==> src/rtl/led_scan_controller.sv <==
// Multiplexed 7-segment scan controller with per-frame shadowing,
// leading-zero suppression, blink and PWM brightness.
module led_scan_controller #(
  parameter int NUM_DIGITS     = 6,
  parameter int SLOT_BITS      = 7,
  parameter int BRIGHT_BITS    = 4,
  parameter int BLANK_CYCLES   = 4,
  parameter int BLINK_FRAMES   = 40,
  parameter bit SEG_ACTIVE_LOW = 0,
  parameter bit DIG_ACTIVE_LOW = 0
) (
  input  logic                    clk,
  input  logic                    reset,
  input  logic [4*NUM_DIGITS-1:0] data,
  input  logic [NUM_DIGITS-1:0]   digit_enable_mask,
  input  logic [NUM_DIGITS-1:0]   decimal_point_enable_mask,
  input  logic [NUM_DIGITS-1:0]   blink_mask,
  input  logic                    lz_suppress,
  input  logic [BRIGHT_BITS-1:0]  brightness,
  output logic [7:0]              display_led_segments,
  output logic [NUM_DIGITS-1:0]   display_led_enable_mask,
  output logic                    frame_start
);

  localparam int IDX_W = (NUM_DIGITS > 1) ? $clog2(NUM_DIGITS) : 1;
  localparam int BLK_W = $clog2(BLINK_FRAMES + 1);

  localparam logic [IDX_W-1:0] LAST_IDX =
    IDX_W'(NUM_DIGITS - 1);
  localparam logic [SLOT_BITS-1:0] BLANK_C =
    SLOT_BITS'(BLANK_CYCLES);
  localparam logic [BLK_W-1:0] BLINK_LAST =
    BLK_W'(BLINK_FRAMES - 1);

  localparam logic [7:0] SEG_OFF = {8{SEG_ACTIVE_LOW}};
  localparam logic [NUM_DIGITS-1:0] DIG_OFF =
    {NUM_DIGITS{DIG_ACTIVE_LOW}};

  logic [1:0]           rst_sync;
  logic                 run;

  logic [SLOT_BITS-1:0] slot_cnt;
  logic [IDX_W-1:0]     digit_idx;
  logic                 slot_end;
  logic                 frame_end;

  logic [NUM_DIGITS-1:0][3:0] sh_data;
  logic [NUM_DIGITS-1:0]      sh_den;
  logic [NUM_DIGITS-1:0]      sh_dp;
  logic [NUM_DIGITS-1:0]      sh_blink;
  logic                       sh_lz;
  logic [BRIGHT_BITS-1:0]     sh_bright;

  logic [BLK_W-1:0]     blink_cnt;
  logic                 blink_phase;

  logic [NUM_DIGITS-1:0] lz_blank;
  logic [3:0]            nib;
  logic [7:0]            glyph;
  logic                  past_blank;
  logic                  bright_ok;
  logic                  blink_dark;
  logic                  digit_on;
  logic [7:0]            seg_nxt;
  logic [NUM_DIGITS-1:0] en_nxt;

  function automatic logic [7:0] hex_glyph(
    input logic [3:0] n
  );
    logic [7:0] g;
    case (n)
      4'h0: g = 8'b11111100;
      4'h1: g = 8'b01100000;
      4'h2: g = 8'b11011010;
      4'h3: g = 8'b11110010;
      4'h4: g = 8'b01100110;
      4'h5: g = 8'b10110110;
      4'h6: g = 8'b10111110;
      4'h7: g = 8'b11100000;
      4'h8: g = 8'b11111110;
      4'h9: g = 8'b11110110;
      4'hA: g = 8'b11101110;
      4'hB: g = 8'b00111110;
      4'hC: g = 8'b10011100;
      4'hD: g = 8'b01111010;
      4'hE: g = 8'b10011110;
      default: g = 8'b10001110;
    endcase
    return g;
  endfunction

  // Release is synchronised so counting begins on a clean edge.
  always_ff @(posedge clk or negedge reset) begin
    if (!reset) begin
      rst_sync <= 2'b00;
    end else begin
      rst_sync <= {rst_sync[0], 1'b1};
    end
  end

  assign run = rst_sync[1];

  assign slot_end  = (slot_cnt == '1);
  assign frame_end = run && slot_end &&
                     (digit_idx == LAST_IDX);

  always_ff @(posedge clk or negedge reset) begin
    if (!reset) begin
      slot_cnt  <= '0;
      digit_idx <= '0;
    end else if (!run) begin
      slot_cnt  <= '0;
      digit_idx <= '0;
    end else begin
      slot_cnt <= slot_cnt + 1'b1;
      if (frame_end) begin
        digit_idx <= '0;
      end else if (slot_end) begin
        digit_idx <= digit_idx + 1'b1;
      end
    end
  end

  always_ff @(posedge clk or negedge reset) begin
    if (!reset) begin
      sh_data     <= '0;
      sh_den      <= '0;
      sh_dp       <= '0;
      sh_blink    <= '0;
      sh_lz       <= 1'b0;
      sh_bright   <= '0;
      frame_start <= 1'b0;
    end else begin
      frame_start <= frame_end;
      if (frame_end) begin
        sh_data   <= data;
        sh_den    <= digit_enable_mask;
        sh_dp     <= decimal_point_enable_mask;
        sh_blink  <= blink_mask;
        sh_lz     <= lz_suppress;
        sh_bright <= brightness;
      end
    end
  end

  always_ff @(posedge clk or negedge reset) begin
    if (!reset) begin
      blink_cnt   <= '0;
      blink_phase <= 1'b1;
    end else if (frame_end) begin
      if (blink_cnt == BLINK_LAST) begin
        blink_cnt   <= '0;
        blink_phase <= ~blink_phase;
      end else begin
        blink_cnt <= blink_cnt + 1'b1;
      end
    end
  end

  // A digit is blank when it and every higher nibble are zero.
  always_comb begin
    logic zero_run;
    zero_run = 1'b1;
    lz_blank = '0;
    for (int k = NUM_DIGITS - 1; k >= 0; k--) begin
      zero_run    = zero_run && (sh_data[k] == 4'h0);
      lz_blank[k] = sh_lz && zero_run && (k != 0);
    end
  end

  assign nib   = sh_data[digit_idx];
  assign glyph = lz_blank[digit_idx] ? 8'h00
                                     : hex_glyph(nib);

  assign past_blank = (slot_cnt >= BLANK_C);
  assign bright_ok  =
    (slot_cnt[SLOT_BITS-1 -: BRIGHT_BITS] < sh_bright);
  assign blink_dark = sh_blink[digit_idx] && !blink_phase;

  assign digit_on = run && past_blank && bright_ok &&
                    sh_den[digit_idx] && !blink_dark;

  always_comb begin
    seg_nxt = 8'h00;
    en_nxt  = '0;
    if (digit_on) begin
      seg_nxt = {glyph[7:1], sh_dp[digit_idx]};
      en_nxt  = NUM_DIGITS'(1) << digit_idx;
    end
  end

  always_ff @(posedge clk or negedge reset) begin
    if (!reset) begin
      display_led_segments    <= SEG_OFF;
      display_led_enable_mask <= DIG_OFF;
    end else begin
      display_led_segments    <= seg_nxt ^ SEG_OFF;
      display_led_enable_mask <= en_nxt ^ DIG_OFF;
    end
  end

endmodule
==> config.mk <==
export PLATFORM = sky130hd
export DESIGN_NAME = led_scan_controller
export DESIGN_NICKNAME = d
export VERILOG_FILES = /design/src/rtl/led_scan_controller.sv
export SDC_FILE = /design/constraint.sdc
export NUM_CORES = 1
export LEC_CHECK = 0
export ABC_CLOCK_PERIOD_IN_PS = 2100
export BUFFER_PORTS_ARGS = -buffer_cell sky130_fd_sc_hd__buf_4
export CAP_MARGIN = 20
export CORE_MARGIN = 2
export CORE_UTILIZATION = 51
export DETAILED_ROUTE_END_ITERATION = 12
export PLACE_DENSITY = 0.87
export SLEW_MARGIN = 5
export SYNTH_ARGS = -nofsm -noshare
export SYNTH_HDL_FRONTEND = slang
export SYNTH_SLANG_ARGS = --single-unit
export TNS_END_PERCENT = 10
==> constraint.sdc <==
create_clock -name clk -period 2.1 [get_ports clk]
set_clock_uncertainty 0.1 [all_clocks]
set_input_delay 0.42 -clock clk [delete_from_list [all_inputs] [get_ports clk]]
set_output_delay 0.42 -clock clk [all_outputs]
set_load 0.05 [all_outputs]
==> summary.md <==
| Metric | Value |
|---|---|
| Pre-CTS setup slack | -0.0688 ns |
| Post-Route WL | 9.60 mm |
| Asr flop ratio synth | 1.00 |
| WL/cell | approximately 16 µm |
| RSZ-0062 raised after global routing | yes |
| Tcrit/Tclk final | 1.03 |
| Placed cell areas | 4680 µm² |
| Core Area | 7650 µm² |
| N_diodes | 0 |
| GRT Total Usage | 0.219 |
| PnR worst setup slack | -0.0596 ns |
| Fin crit period | 2.16 ns |
| IO Count | 64 |
| Top cells by area, synth | dfrtp_1 (50%), nand2_1 (14%), ha_1 (5.3%) |
| Max-slew violation count | 0 |
| Fill count | ~540 |
| Simple-Gate Fraction of Synth Area | 0.233 |
| Clk network pwr share | 0.403 |
| Leakage Power | roughly 0.0024 µW |
| Starting Density | 0.522 |
| Synthesis-to-layout area growth | 27.8% |
| P per Cell Area | 556 nW/µm² |
| Area of the multi-input gates | 1880 µm² |
| GRT Residual Overflow | 0 |
| Final core utilization | 0.668 |
| Post-synthesis cell type count | 54 |
| Max-cap viol count | 0 |
| Layout cells sized above 1 | 0.293 |
| Clock Latency Late Sink | around 0.36 ns |
| Htree depth | 3 |
| Violated checks | setup timing |
| Largest family of logic cells by synthesized area | simple AND/OR/NAND/NOR gates |
| Synthesized area | 3990 µm² |
| EDFF count, synth | 0 |
| Setup crit end kind | register |
| Vias | 3297 |
| Post-Synth XOR/XNOR Area | 0.0175 |
| Syn nets | 483 |
| Synth area leader | dfrtp_1 |
| CTS Buffer Depth | 2 |
| Status | finished, violations left |
| CTS tree | done |
| Leading cell type in the layout, fill and taps excluded | nand2_1 |
| Vias in the first global route | around 3200 |
| Port Buf Inserts | 63 |
| Initial drt markers | approximately 350 |
| Crit path required time | 2.30 ns |
| WP data arrival | approximately 2.4 ns |
| Drt drc | 0 |
| Clk slew on worst S/H paths | 0.08 ns |
| Psw | 633 µW |
| Clk sink count | 81 |
| Row count | 32 |
| Hpwl dp | approximately 6.2 mm |
| CP Class | reg2reg |
| Die area | approximately 8600 µm² |
| First-pass GRT wire length | 14.8 mm |
| Die X | between 90 and 100 µm |
| Comb pwr share | 0.043 |
| Synth top area share | 0.501 |
| Hold/Removal Path Class | in2reg |
| DRT Pass-1 Iters | 6 |
| Peak supply drop | 0.000437 V |
| Crit start category | register |
| Most frequent cells in the layout | nand2_1 (146), buf_4 (92), dfrtp_1 (79), nor2_1 (19), mux2i_1 (18) |
| Initial antenna violation count | 0 |
| Synth Area in Adders | 0.0533 |
| Design area | 5100 µm² |
| Final hold viol count | 0 |
| FF/Latch Area | 2030 µm² |
| Yosys reg bits | 81 |
| Largest net degree at the start of global routing | between 80 and 90 |
| Sequential area share after synthesis | 0.508 |
| Hold WS | approximately 0.14 ns |
| ANT nets after route | 0 |
| Sw Ratio | 0.223 |
| Avg Vias per Cell | around 5.4 |
| CTS buffer count | 9 |
| Top_reg_cell synth | dfrtp_1 |
| Gpl congestion | between 0.8 and 0.9 |
| Syn Area/Cell | 9.58 µm² |
| Mapped Cells | 417 |
| Multiplexer share of the synthesized area | 0.0733 |
| Int Power | roughly 2200 µW |
| Peak Freq | 463 MHz |
| Reg power frac | 0.554 |
| Nets | 574 |
| Yosys warns | 0 |
| Compound-Gate Fraction of Synth Area | 0.0711 |
| Die Ht | 92.5 µm |
| # setup viols final | 6 |
| CP Max Fanout | 8 |
| Root Buffer | clkbuf_8 |
[worst max-delay path: stages (launching register included)]
cell,delay [ns]
dfrtp_2,0.44
buf_6,0.17
mux4_2,0.51
nand2_2,0.09
o311ai_4,0.12
nor3_4,0.26
o21ai_4,0.15
buf_4,0.16
nor2_2,0.08
[power by group through the flow]
stage	Combinational (µW)	Sequential [µW]	Clock, µW
floorplan	13.2	1600	0
global placement	118	1600	0
detailed placement	120	1600	0
CTS	121	1570	1150
global route	134	1570	1210
finish	121	1570	1140
[stage by stage]
step                      instances  setup TNS (ns)  total power (µW)
after global placement          585               0              1720
after floorplan                 417          -0.220              1610
after global routing            614          -0.843              2920
after CTS                       606           -1.20              2850
final                           614          -0.192              2840
after detailed placement        585          -0.404              1720
[path summary, 6_finish.rpt]
path,start,to,slack [ns],cells after the start
max,digit_idx[0]$_DFFE_PN0P_,display_led_segments[7]$_DFF_PN0_,-0.06,8
min in group asynchronous,reset,slot_cnt[3]$_DFF_PN0_,0.50,3
min reg2reg,rst_sync[0]$_DFF_PN0_,rst_sync[1]$_DFF_PN0_,0.25,0
min,blink_mask[5],sh_blink[5]$_DFFE_PN0P_,0.14,3
max reg2reg,digit_idx[0]$_DFFE_PN0P_,display_led_segments[7]$_DFF_PN0_,-0.06,8
max in group asynchronous,reset,digit_idx[0]$_DFFE_PN0P_,1.02,3
[timing repair]
item                                    CTS  global route
gates cloned                              0             1
resized for setup                         7            20
hold endpoints to repair                 13             0
endpoints found under the setup margin   46            65
pin swaps                                 1             6
hold buffers                              1             0
setup buffers                             5             7
[final cells by class]
cell class | count | share of cell area
clock buffer | 10 | 0.0270
clock inverter | 5 | 0.0110
inverter | 15 | 0.0110
multi-input combinational | 301 | 0.368
sequential | 81 | 0.398
tap | 102 | 0.0250
timing repair buffer | 100 | 0.160
[cells by family after synthesis]
| logic type | after synthesis |
|---|---|
| buffers and inverters | 35 |
| muxes | 25 |
| other | 1 |
| and+or+nand+nor | 211 |
| adders and majority gates | 17 |
| DFF | 81 |
| xor gates and xnor gates | 8 |
| AOI/OAI and AO/OA | 39 |
[registers in the layout, indices dropped and copies added (netlist names)]
name                     cells
display_led_enable_mask      6
sh_bright                    4
sh_den                       6
frame_start                  1
blink_phase                  1
rst_sync                     2
display_led_segments         8
digit_idx                    3
sh_lz                        1
blink_cnt                    6
sh_dp                        6
sh_data                     24
slot_cnt                     7
sh_blink                     6
[metal layers]
metal,global-route usage,part of all wire,up-vias
met1,0.280,0.41,1582
met3,0.0382,0.066,28
met4,0.113,0.028,0
met5,0,0,-
li1,-,-,1544
met2,0.359,0.50,143
[Yosys cell counts, drive strengths merged (6+ instances only)]
cell type and instances:
xnor2 7, nor4 6, inv 15, a21oi 8, mux2i 18, and2 7, nor2 21, o21ai 13
dfrtp 80, buf 12, nand2 147, nand3 6, clkbuf 8, ha 17
No activity file was read; power rests on OpenSTA's default activity.
